File: config.mk
export PLATFORM = sky130hd
export DESIGN_NAME = riscv_hazard_unit
export DESIGN_NICKNAME = d
export VERILOG_FILES = /design/src/rtl/riscv_pkg.sv /design/src/rtl/riscv_hzrd_divctl.sv /design/src/rtl/riscv_hazard_unit.sv
export SDC_FILE = /design/constraint.sdc
export NUM_CORES = 1
export LEC_CHECK = 0
export CAP_MARGIN = 40
export CORE_MARGIN = 1.5
export CORE_UTILIZATION = 35
export DETAILED_ROUTE_END_ITERATION = 8
export GPL_TIMING_DRIVEN = 1
export HOLD_SLACK_MARGIN = 0.05
export MAX_ROUTING_LAYER = met4
export PLACE_DENSITY = 0.76
export SYNTH_ARGS = -nofsm -noshare
export SYNTH_HDL_FRONTEND = slang
export SYNTH_HIERARCHICAL = 1
export SYNTH_SLANG_ARGS = --single-unit
File: constraint.sdc
create_clock -name i_riscv_hzrd_clk -period 2.25 [get_ports i_riscv_hzrd_clk]
set_clock_uncertainty 0.2 [all_clocks]
set_input_delay 0.5625 -clock i_riscv_hzrd_clk [delete_from_list [all_inputs] [get_ports i_riscv_hzrd_clk]]
set_output_delay 0.5625 -clock i_riscv_hzrd_clk [all_outputs]
set_load 0.02 [all_outputs]
File: src/rtl/riscv_pkg.sv
// Shared RISC-V pipeline definitions: forward-select codes, result-source codes,
// divide controller state type and the register-match helpers used by the hazard unit.
package riscv_pkg;

    localparam int REG_ADDR_W = 5;
    localparam int DIV_CNT_W  = 6;

    localparam logic [REG_ADDR_W-1:0] REG_X0       = '0;
    localparam logic [DIV_CNT_W-1:0]  DIV_CNT_ZERO = '0;
    localparam logic [DIV_CNT_W-1:0]  DIV_CNT_ONE  = DIV_CNT_W'(1);

    localparam logic [1:0] FWD_RF         = 2'b00;
    localparam logic [1:0] FWD_WB         = 2'b01;
    localparam logic [1:0] FWD_MEM        = 2'b10;
    localparam logic [1:0] RESULTSRC_LOAD = 2'b01;

    typedef enum logic [1:0] {
        DIV_IDLE = 2'b00,
        DIV_BUSY = 2'b01,
        DIV_DONE = 2'b10
    } hzrd_div_state_e;

    // x0 is hard-wired to zero, so a stage writing it never produces a usable value.
    function automatic logic src_hit(input logic                  wr,
                                     input logic [REG_ADDR_W-1:0] rd,
                                     input logic [REG_ADDR_W-1:0] rs);
        return wr && (rd != REG_X0) && (rd == rs);
    endfunction

    function automatic logic [1:0] fwd_select(input logic [REG_ADDR_W-1:0] rs,
                                              input logic [REG_ADDR_W-1:0] rd_m,
                                              input logic                  wr_m,
                                              input logic [REG_ADDR_W-1:0] rd_w,
                                              input logic                  wr_w);
        logic [1:0] sel;
        sel = FWD_RF;
        if (src_hit(wr_m, rd_m, rs)) begin
            sel = FWD_MEM;
        end else if (src_hit(wr_w, rd_w, rs)) begin
            sel = FWD_WB;
        end
        return sel;
    endfunction

endpackage

File: src/rtl/riscv_hzrd_divctl.sv
// Divide/remainder sequencer: IDLE -> BUSY for DIV_LATENCY cycles -> one DONE cycle.
// busy and done are registered alongside the state so they are glitch-free.
module riscv_hzrd_divctl
    import riscv_pkg::*;
#(
    parameter int DIV_LATENCY = 32
) (
    input  logic            clk,
    input  logic            rst,
    input  logic            start,
    output hzrd_div_state_e state,
    output logic            busy,
    output logic            done
);

    localparam logic [DIV_CNT_W-1:0] CNT_LOAD = DIV_CNT_W'(DIV_LATENCY) - DIV_CNT_ONE;

    logic [DIV_CNT_W-1:0] count;

    always_ff @(posedge clk) begin
        if (rst) begin
            state <= DIV_IDLE;
            count <= DIV_CNT_ZERO;
            busy  <= '0;
            done  <= '0;
        end else begin
            case (state)
                DIV_IDLE: begin
                    if (start) begin
                        state <= DIV_BUSY;
                        count <= CNT_LOAD;
                        busy  <= '1;
                    end
                end
                // The counter runs CNT_LOAD..0 inclusive, giving exactly DIV_LATENCY BUSY cycles.
                DIV_BUSY: begin
                    if (count == DIV_CNT_ZERO) begin
                        state <= DIV_DONE;
                        busy  <= '0;
                        done  <= '1;
                    end else begin
                        count <= count - DIV_CNT_ONE;
                    end
                end
                DIV_DONE: begin
                    state <= DIV_IDLE;
                    done  <= '0;
                end
                default: begin
                    state <= DIV_IDLE;
                    count <= DIV_CNT_ZERO;
                    busy  <= '0;
                    done  <= '0;
                end
            endcase
        end
    end

endmodule

File: src/rtl/riscv_hazard_unit.sv
// Pipeline hazard unit: load-use/RAW stalls, branch flushes, operand forwarding and divide stalls.
// Forwarding is built only when RISCV_HZRD_FWD_EN is defined; otherwise E/M RAW hazards stall.
module riscv_hazard_unit
    import riscv_pkg::*;
#(
    parameter int DIV_LATENCY = 32
) (
    input  logic                  i_riscv_hzrd_clk,
    input  logic                  i_riscv_hzrd_rst,
    input  logic [REG_ADDR_W-1:0] i_riscv_hzrd_rs1addr_d,
    input  logic [REG_ADDR_W-1:0] i_riscv_hzrd_rs2addr_d,
    input  logic [REG_ADDR_W-1:0] i_riscv_hzrd_rs1addr_e,
    input  logic [REG_ADDR_W-1:0] i_riscv_hzrd_rs2addr_e,
    input  logic [REG_ADDR_W-1:0] i_riscv_hzrd_rdaddr_e,
    input  logic [1:0]            i_riscv_hzrd_resultsrc_e,
    input  logic                  i_riscv_hzrd_regwrite_e,
    input  logic                  i_riscv_hzrd_pcsrc_e,
    input  logic                  i_riscv_hzrd_muldiv_e,
    input  logic [REG_ADDR_W-1:0] i_riscv_hzrd_rdaddr_m,
    input  logic                  i_riscv_hzrd_regwrite_m,
    input  logic [REG_ADDR_W-1:0] i_riscv_hzrd_rdaddr_w,
    input  logic                  i_riscv_hzrd_regwrite_w,
    output logic                  o_riscv_hzrd_stall_pc,
    output logic                  o_riscv_hzrd_stall_fd,
    output logic                  o_riscv_hzrd_stall_de,
    output logic                  o_riscv_hzrd_flush_fd,
    output logic                  o_riscv_hzrd_flush_de,
    output logic [1:0]            o_riscv_hzrd_fwda_e,
    output logic [1:0]            o_riscv_hzrd_fwdb_e,
    output logic                  o_riscv_hzrd_div_busy,
    output logic                  o_riscv_hzrd_div_done
);

    hzrd_div_state_e div_state;
    logic            div_start;
    logic            div_busy;
    logic            div_done;
    logic            div_launch;
    logic            div_stall;
    logic            load_use;
    logic            raw_stall;
    logic            hazard;
    logic [1:0]      fwd_a;
    logic [1:0]      fwd_b;

    // A taken branch in E kills the divide before it launches.
    assign div_start = i_riscv_hzrd_muldiv_e && !i_riscv_hzrd_pcsrc_e;

    riscv_hzrd_divctl #(
        .DIV_LATENCY(DIV_LATENCY)
    ) u_divctl (
        .clk   (i_riscv_hzrd_clk),
        .rst   (i_riscv_hzrd_rst),
        .start (div_start),
        .state (div_state),
        .busy  (div_busy),
        .done  (div_done)
    );

    assign div_launch = (div_state == DIV_IDLE) && div_start;
    assign div_stall  = div_launch || div_busy;

    assign load_use = (i_riscv_hzrd_resultsrc_e == RESULTSRC_LOAD) &&
                      (src_hit(i_riscv_hzrd_regwrite_e, i_riscv_hzrd_rdaddr_e, i_riscv_hzrd_rs1addr_d) ||
                       src_hit(i_riscv_hzrd_regwrite_e, i_riscv_hzrd_rdaddr_e, i_riscv_hzrd_rs2addr_d));

`ifdef RISCV_HZRD_FWD_EN
    assign raw_stall = load_use;
    assign fwd_a = fwd_select(i_riscv_hzrd_rs1addr_e, i_riscv_hzrd_rdaddr_m, i_riscv_hzrd_regwrite_m,
                              i_riscv_hzrd_rdaddr_w, i_riscv_hzrd_regwrite_w);
    assign fwd_b = fwd_select(i_riscv_hzrd_rs2addr_e, i_riscv_hzrd_rdaddr_m, i_riscv_hzrd_regwrite_m,
                              i_riscv_hzrd_rdaddr_w, i_riscv_hzrd_regwrite_w);
`else
    // Without bypass paths any pending E or M write must drain first; W relies on write-before-read.
    assign raw_stall = load_use ||
                       src_hit(i_riscv_hzrd_regwrite_e, i_riscv_hzrd_rdaddr_e, i_riscv_hzrd_rs1addr_d) ||
                       src_hit(i_riscv_hzrd_regwrite_e, i_riscv_hzrd_rdaddr_e, i_riscv_hzrd_rs2addr_d) ||
                       src_hit(i_riscv_hzrd_regwrite_m, i_riscv_hzrd_rdaddr_m, i_riscv_hzrd_rs1addr_d) ||
                       src_hit(i_riscv_hzrd_regwrite_m, i_riscv_hzrd_rdaddr_m, i_riscv_hzrd_rs2addr_d);
    assign fwd_a = FWD_RF;
    assign fwd_b = FWD_RF;

    logic unused_fwd_inputs;
    assign unused_fwd_inputs = ^{i_riscv_hzrd_rs1addr_e, i_riscv_hzrd_rs2addr_e,
                                 i_riscv_hzrd_rdaddr_w, i_riscv_hzrd_regwrite_w};
`endif

    // The divide owns the pipeline while launching/busy; in DONE every stall is released.
    assign hazard = raw_stall && !div_stall && (div_state != DIV_DONE);

    assign o_riscv_hzrd_stall_pc = !i_riscv_hzrd_rst && (div_stall || (hazard && !i_riscv_hzrd_pcsrc_e));
    assign o_riscv_hzrd_stall_fd = !i_riscv_hzrd_rst && (div_stall || (hazard && !i_riscv_hzrd_pcsrc_e));
    assign o_riscv_hzrd_stall_de = !i_riscv_hzrd_rst && div_stall;
    assign o_riscv_hzrd_flush_fd = !i_riscv_hzrd_rst && !div_stall && i_riscv_hzrd_pcsrc_e;
    assign o_riscv_hzrd_flush_de = !i_riscv_hzrd_rst && !div_stall && (i_riscv_hzrd_pcsrc_e || hazard);
    assign o_riscv_hzrd_fwda_e   = i_riscv_hzrd_rst ? FWD_RF : fwd_a;
    assign o_riscv_hzrd_fwdb_e   = i_riscv_hzrd_rst ? FWD_RF : fwd_b;
    assign o_riscv_hzrd_div_busy = !i_riscv_hzrd_rst && div_busy;
    assign o_riscv_hzrd_div_done = !i_riscv_hzrd_rst && div_done;

endmodule

### Word-level counts from Yosys, hierarchy flattened

Index checks and enable logic that the tools add are counted.

* $add $sub $neg: 1
* $mul: 0
* divide/modulo/power cells: 0
* $lt $le $gt $ge: 0
* eq/ne operators: 11
* shifts and indexed selects: 0
* muxes and demuxes: 11
* bitwise gates (word level): 2
* reduce and logical (&&, ||, !) cells: 38

Operators by type and width (count)
* == test 5 bit: 4
* logical AND 1 bit: 19
* case mux 6 bit (3 select lines): 1
* 2-to-1 mux 6 bit: 2
* nonzero test 5 bit: 2
* logical OR 1 bit: 8
* logical NOT 6 bit: 1
* != test 2 bit (second input constant): 3
* AND reduction 3 bit: 2
* subtractor 6 x 1 -> 6 bit (second input constant): 1
* == test 2 x 1 -> 1 bit (second input constant): 2
* 2-to-1 mux 2 bit: 2
* case mux 2 bit (2 select lines): 1
* AND reduction 2 bit: 2
* logical NOT 1 bit: 3
* 2-to-1 mux 1 bit: 3
* case mux 1 bit (3 select lines): 1
* == test 2 bit (second input constant): 1
* logical NOT 2 bit: 1
* != test 2 x 1 -> 1 bit (second input constant): 1
* inverter 1 bit: 2
* case mux 1 bit (2 select lines): 1

* flip-flop bits (word level): 10
* bits in latches: 0
* RAM bits: 0
* memory bits (read-only): 0
* input bits: 44
* output and inout bits: 11
* word-level logic and storage cells: 67
* memories kept: 0

### Longest topological paths before layout

* word-level depth: 14
* depth in mapped cells: 5
* depth with buffers taken out: 5

### Modules after synthesis

Netlist, hierarchy kept.

Modules (own cells, without submodules)
* riscv_hzrd_divctl: instances 1, cells each 70, area an instance 599.3 µm²
* riscv_hazard_unit: instances 1, cells each 56, area an instance 430.4 µm²

### Least setup slack after synthesis

OpenSTA, ideal clock, no wires.

* path type: input -> output
* start: input port i_riscv_hzrd_rdaddr_m[1]
* end: output port o_riscv_hzrd_stall_pc
* arrival: 1735 ps
* required time: 1487 ps
* slack: -247 ps
* stages on the path: 5
* buffers on the path: 1
* cells stage by stage: or4_1 > o21a_1 > nand4b_1 > o221ai_2 > buf_4

* longest elaborated chain between the ends: 10

Ends and longest elaborated chain
* from (decl): line riscv_hazard_unit.sv:19 `input logic [REG_ADDR_W-1:0] i_riscv_hzrd_rdaddr_m,`
* nonzero test 5 bit: line riscv_pkg.sv:27 `return wr && (rd != REG_X0) && (rd == rs);`
* logical AND 1 bit (2 in a row): line riscv_pkg.sv:27
* logical OR 1 bit: line riscv_hazard_unit.sv:77 `src_hit(i_riscv_hzrd_regwrite_e, i_riscv_hzrd_rdaddr_e, i_riscv_hzrd_rs2addr_d) ||`
* logical OR 1 bit *: line riscv_hazard_unit.sv:78 `src_hit(i_riscv_hzrd_regwrite_m, i_riscv_hzrd_rdaddr_m, i_riscv_hzrd_rs1addr_d) ||`
* logical AND 1 bit * (2 in a row): line riscv_hazard_unit.sv:89 `assign hazard = raw_stall && !div_stall && (div_state != DIV_DONE);`
* logical AND 1 bit *
* logical OR 1 bit *
* logical AND 1 bit *
* to (decl): line riscv_hazard_unit.sv:23 `output logic o_riscv_hzrd_stall_pc,`

Every way passes the cells marked *; elsewhere a longest branch is shown, timed or not.

### Worst setup path in the final report

* start: input port i_riscv_hzrd_rdaddr_m[3]
* end: output port o_riscv_hzrd_stall_pc

* longest elaborated chain between the ends: 10

Ends and longest elaborated chain
* nonzero test 5 bit: line riscv_pkg.sv:27
* logical AND 1 bit (2 in a row): line riscv_pkg.sv:27
* logical OR 1 bit: line riscv_hazard_unit.sv:77
* logical OR 1 bit *: line riscv_hazard_unit.sv:78
* logical AND 1 bit * (2 in a row): line riscv_hazard_unit.sv:89
* logical AND 1 bit *: line riscv_hazard_unit.sv:91 `assign o_riscv_hzrd_stall_pc = !i_riscv_hzrd_rst && (div_stall || (hazard && !i_riscv_hzrd_pcsrc_e));`
* logical OR 1 bit *: line riscv_hazard_unit.sv:91
* logical AND 1 bit *: line riscv_hazard_unit.sv:91

Marks and branches as above.

==> results.md <==
Outcome:
- The flow ran to the end, but the final reports show violations.
- The final reports fail on negative setup slack.

Timing:
- The final clock period utilization by the worst path is 115%.
- The final count of pins violating max slew is 0.
- Setup repair after global routing could not meet its margin everywhere.
- The clock period minus worst slack is 2600 ps.
- In the post-route analysis, the smallest setup slack over all paths is -349 ps.
- The number of failing hold endpoints at the final stage was 0.
- The worst hold slack is 271 ps.
- For this run, the top clock speed supported by timing is 0.385 GHz.
- The number of endpoints failing setup at the final stage is 3.

Floorplan:
- The cell row count is 19.
- The die is 57.2 um wide.
- The height of the die is 57.2 um.
- The die covers 0.00328 mm2.
- The initial core utilization is 37.0%.
- During I/O placement, the number of pins put on the boundary was 55.
- In this run the standard cell core region covers 0.00278 mm2.

Place:
- The setup slack after placement is -1090 ps.
- The post-DP HPWL is 2200 um.
- The final weighted congestion of routability-driven global placement is 0.938.
- During placement, the flow inserted port buffers numbering 32.
- The placed instances occupy a cell area of 0.00149 mm2.

GRT:
- The number of antenna violations at the first check in global routing came to 0.
- The number of global-route vias before repair is 1170.
- Across every metal layer, demand over resource in global routing totals 19.8%.
- The total grt overflow is 0.
- Entering global routing, the biggest net connects 20 pins.
- The first global-routing pass estimated 5100 um of wire.

Layout:
- In the final design database the tool counted 223 nets.
- The antenna diode count is 0.
- The area growth from synthesis to layout is 53.0%.
- Of the cells placed in the final design, the portion with a size suffix greater than 1 is 34.7%.
- The layout has 260 filler cells.
- The final standard cell area without fillers is 0.00158 mm2.

Clock tree:
- Clock-pin slew was measured on the worst setup and hold paths at 70 ps.
- The number of clock sinks is 10.
- Clock tree synthesis selected as its root buffer the cell sky130_fd_sc_hd__clkbuf_4.
- The number of levels in the clock H-tree is 1.
- For the worst-skew pair, the clock arrives at the later sink with an insertion delay of 280 ps.
- The clock tree from TritonCTS is done.
- The maximum buffer depth of the clock tree is 2.
- The total clock buffers created by CTS is 3.
- The hold buffer count at cts is 0.

Pwr:
- The worst-case vdd ir drop is 0.000425 V.
- Of the total power, registers draw 29.0%.
- The internal portion of the total power is 0.492 mW.
- The combinational group share of total power is 49.7%.
- The switching share of power is 38.7%.
- In this run the static leakage power is 0.690 nW.
- The power density of the placed cells is 509 mW/mm2.
- The relative contribution of the clock network to total power is 21.3%.
- Summed over all nets, the switching power comes to 0.310 mW.
- The sum of internal, switching and leakage power is 0.802 mW.

Drt:
- The via total after detailed routing is 1146.
- The final antenna-violating net count is 0.
- The wire length per cell is 15.0 um.
- In the routed layout, each cell is associated on average with a via count of 5.54.
- The detailed-route DRC error count is 0.
- Before antenna repair, the detailed router went through 4 iterations.
- The detailed router finished its first iteration with 46 violations.
- The aggregate routed wire length is 3100 um.

Flow run:
- Across the run, the number of max-cap violations was 0.

Logic synthesis:
- The number of instances in the synthesized netlist is 126.
- The cell area that synthesis handed to floorplanning was 0.00103 mm2.
- After synthesis, the mean cell area works out to 8.17 um2.
- After synthesis, the netlist uses 43 different library cells.
- The flip-flop and latch count after synthesis is 10.
- The count of warnings emitted by yosys is 6.
- The fraction of the yosys area taken by sequential cells is 19.4%.

Setup path:
- The nature of the critical path startpoint is an input pin.
- The endpoint type of the worst setup path is a primary output.
- The critical path data arrival time is 1840 ps.
- For the worst setup path, the data required time is 1490 ps.
- The largest fanout on the critical path is 2.
- The path type of the worst setup path is input pin to primary output.

Worst hold path:
- The min-delay analysis places its worst path in the category flop to flop.
-- cell type report --
type | count | area (um2) | share of cell area [%]
Multi-Input combinational cell | 102 | 836 | 53.1
Sequential cell | 10 | 200 | 12.7
Inverter | 8 | 30.0 | 1.91
Tap cell | 31 | 38.8 | 2.46
Clock buffer | 4 | 36.3 | 2.30
Timing Repair Buffer | 52 | 434 | 27.6
-- metal layers --
| layer | track usage (%) | wire length (um) |
|---|---|---|
| met1 | 24.0 | 1360 |
| met2 | 34.2 | 1460 |
| met3 | 2.27 | 234 |
| met4 | 6.31 | 46 |
| met5 | - | 0 |
-- cell families after synthesis --
| family | Yosys count | synth area share (%) |
|---|---|---|
| AOI/OAI and AO/OA | 30 | 24.4 |
| xor gates and xnor gates | 20 | 17.0 |
| adders and majority gates | 2 | 2.43 |
| buffers and inverters | 17 | 8.02 |
| DFF | 10 | 19.4 |
| muxes | 1 | 0.972 |
| other | 1 | 0.364 |
| and+or+nand+nor | 45 | 27.3 |
-- cell usage after synthesis --
cell                        number  area, um2
sky130_fd_sc_hd__nand2_1         3       11.3
sky130_fd_sc_hd__a22oi_1         2       15.0
sky130_fd_sc_hd__nor3_2          3       30.0
sky130_fd_sc_hd__o221ai_2        1       15.0
sky130_fd_sc_hd__dfxtp_1        10        200
sky130_fd_sc_hd__a21o_2          1       8.76
sky130_fd_sc_hd__clkbuf_1        4       15.0
sky130_fd_sc_hd__or3_4           1       11.3
sky130_fd_sc_hd__a31oi_1         3       18.8
sky130_fd_sc_hd__o31ai_1         2       15.0
sky130_fd_sc_hd__inv_1           8       30.0
sky130_fd_sc_hd__a32o_1          1       10.0
sky130_fd_sc_hd__nand2b_1        3       18.8
sky130_fd_sc_hd__nor3_1          2       10.0
sky130_fd_sc_hd__a211o_2         1       10.0
sky130_fd_sc_hd__o221ai_1        1       8.76
sky130_fd_sc_hd__nor2b_1         6       37.5
sky130_fd_sc_hd__a21oi_1         2       10.0
sky130_fd_sc_hd__a311oi_1        1       8.76
sky130_fd_sc_hd__or3b_2          1       8.76
sky130_fd_sc_hd__a2111o_1        1       11.3
sky130_fd_sc_hd__o21a_1          2       15.0
sky130_fd_sc_hd__xor2_1         20        175
sky130_fd_sc_hd__o21ai_0         2       10.0
sky130_fd_sc_hd__or4_1           3       22.5
sky130_fd_sc_hd__or4_2           1       8.76
sky130_fd_sc_hd__o21bai_1        2       15.0
sky130_fd_sc_hd__ha_1            2       25.0
sky130_fd_sc_hd__nand4b_1        2       17.5
sky130_fd_sc_hd__or2b_1          1       7.51
sky130_fd_sc_hd__buf_4           5       37.5
sky130_fd_sc_hd__o32ai_1         1       8.76
sky130_fd_sc_hd__nor4_1          1       6.26
sky130_fd_sc_hd__mux2i_1         1       10.0
sky130_fd_sc_hd__nor2_1          8       30.0
sky130_fd_sc_hd__a221oi_1        3       26.3
sky130_fd_sc_hd__conb_1          1       3.75
sky130_fd_sc_hd__or2_2           1       6.26
sky130_fd_sc_hd__o21bai_4        1       18.8
sky130_fd_sc_hd__nand3_1         5       25.0
sky130_fd_sc_hd__nor3b_1         4       30.0
sky130_fd_sc_hd__o2111ai_1       2       17.5
sky130_fd_sc_hd__a41oi_1         1       8.76
-- power groups by stage --
stage,clock network [mW],registers (mW),logic (mW)
2_1_floorplan,0,0.227,0.240
3_3_place_gp,0,0.231,0.374
3_5_place_dp,0,0.234,0.383
4_1_cts,0.170,0.231,0.388
5_1_grt,0.178,0.237,0.434
6_report,0.170,0.233,0.399
-- flip-flops by register name, summed over array words and instances, names as in the netlist --
name	count
u_divctl/state	2
u_divctl/count	6
u_divctl/busy	1
u_divctl/done	1
-- worst max-delay path, stage by stage --
cell and delay, ps:
sky130_fd_sc_hd__buf_6 90, sky130_fd_sc_hd__or4_4 530, sky130_fd_sc_hd__o21a_1 210, sky130_fd_sc_hd__nand4b_1 140
sky130_fd_sc_hd__o221ai_4 140, sky130_fd_sc_hd__buf_6 150
-- stage by stage --
stage | TNS, ps | instances | util (%)
2_1_floorplan | -354 | 129 | -
6_report | -1010 | 207 | 56.6
3_3_place_gp | -6500 | 200 | 53.4
4_1_cts | -970 | 205 | 55.8
3_5_place_dp | -6680 | 200 | 53.4
5_1_grt | -1160 | 207 | 56.6
-- worst paths after layout --
kind                            startpoint                     to  slack [ps]  cells past startpoint
setup / recovery  i_riscv_hzrd_rdaddr_m[3]  o_riscv_hzrd_stall_pc        -350                      6
setup reg to reg         u_divctl/count[0]      u_divctl/count[2]         360                      5
hold reg to reg              u_divctl/done          u_divctl/done         270                      2
hold / removal               u_divctl/done          u_divctl/done         270                      2
-- timing repair --
| item | 4_1_cts | 5_1_grt |
|---|---|---|
| pin swaps | 16 | 6 |
| endpoints found under the hold margin | 0 | 0 |
| setup endpoints to repair | 8 | 7 |
| setup buffers | 1 | 2 |
| resized for setup | 94 | 9 |
-- layout by cell type, fill, tap and decap left out, types with 3 or more instances in the layout --
cell	Yosys	layout
sky130_fd_sc_hd__nor3_2	3	4
sky130_fd_sc_hd__nand3_1	5	5
sky130_fd_sc_hd__conb_1	1	4
sky130_fd_sc_hd__nor3b_1	4	3
sky130_fd_sc_hd__buf_6	0	7
sky130_fd_sc_hd__nand2_1	3	3
sky130_fd_sc_hd__dlygate4sd2_1	0	14
sky130_fd_sc_hd__nor2_1	8	7
sky130_fd_sc_hd__buf_4	5	21
sky130_fd_sc_hd__clkbuf_4	0	3
sky130_fd_sc_hd__buf_2	0	4
sky130_fd_sc_hd__nand2b_1	3	3
sky130_fd_sc_hd__a221oi_1	3	3
sky130_fd_sc_hd__dfxtp_1	10	10
sky130_fd_sc_hd__xor2_1	20	19
sky130_fd_sc_hd__nor2b_1	6	5
sky130_fd_sc_hd__inv_1	8	8
sky130_fd_sc_hd__a31oi_1	3	3
Power figures use the tool's default switching activity.
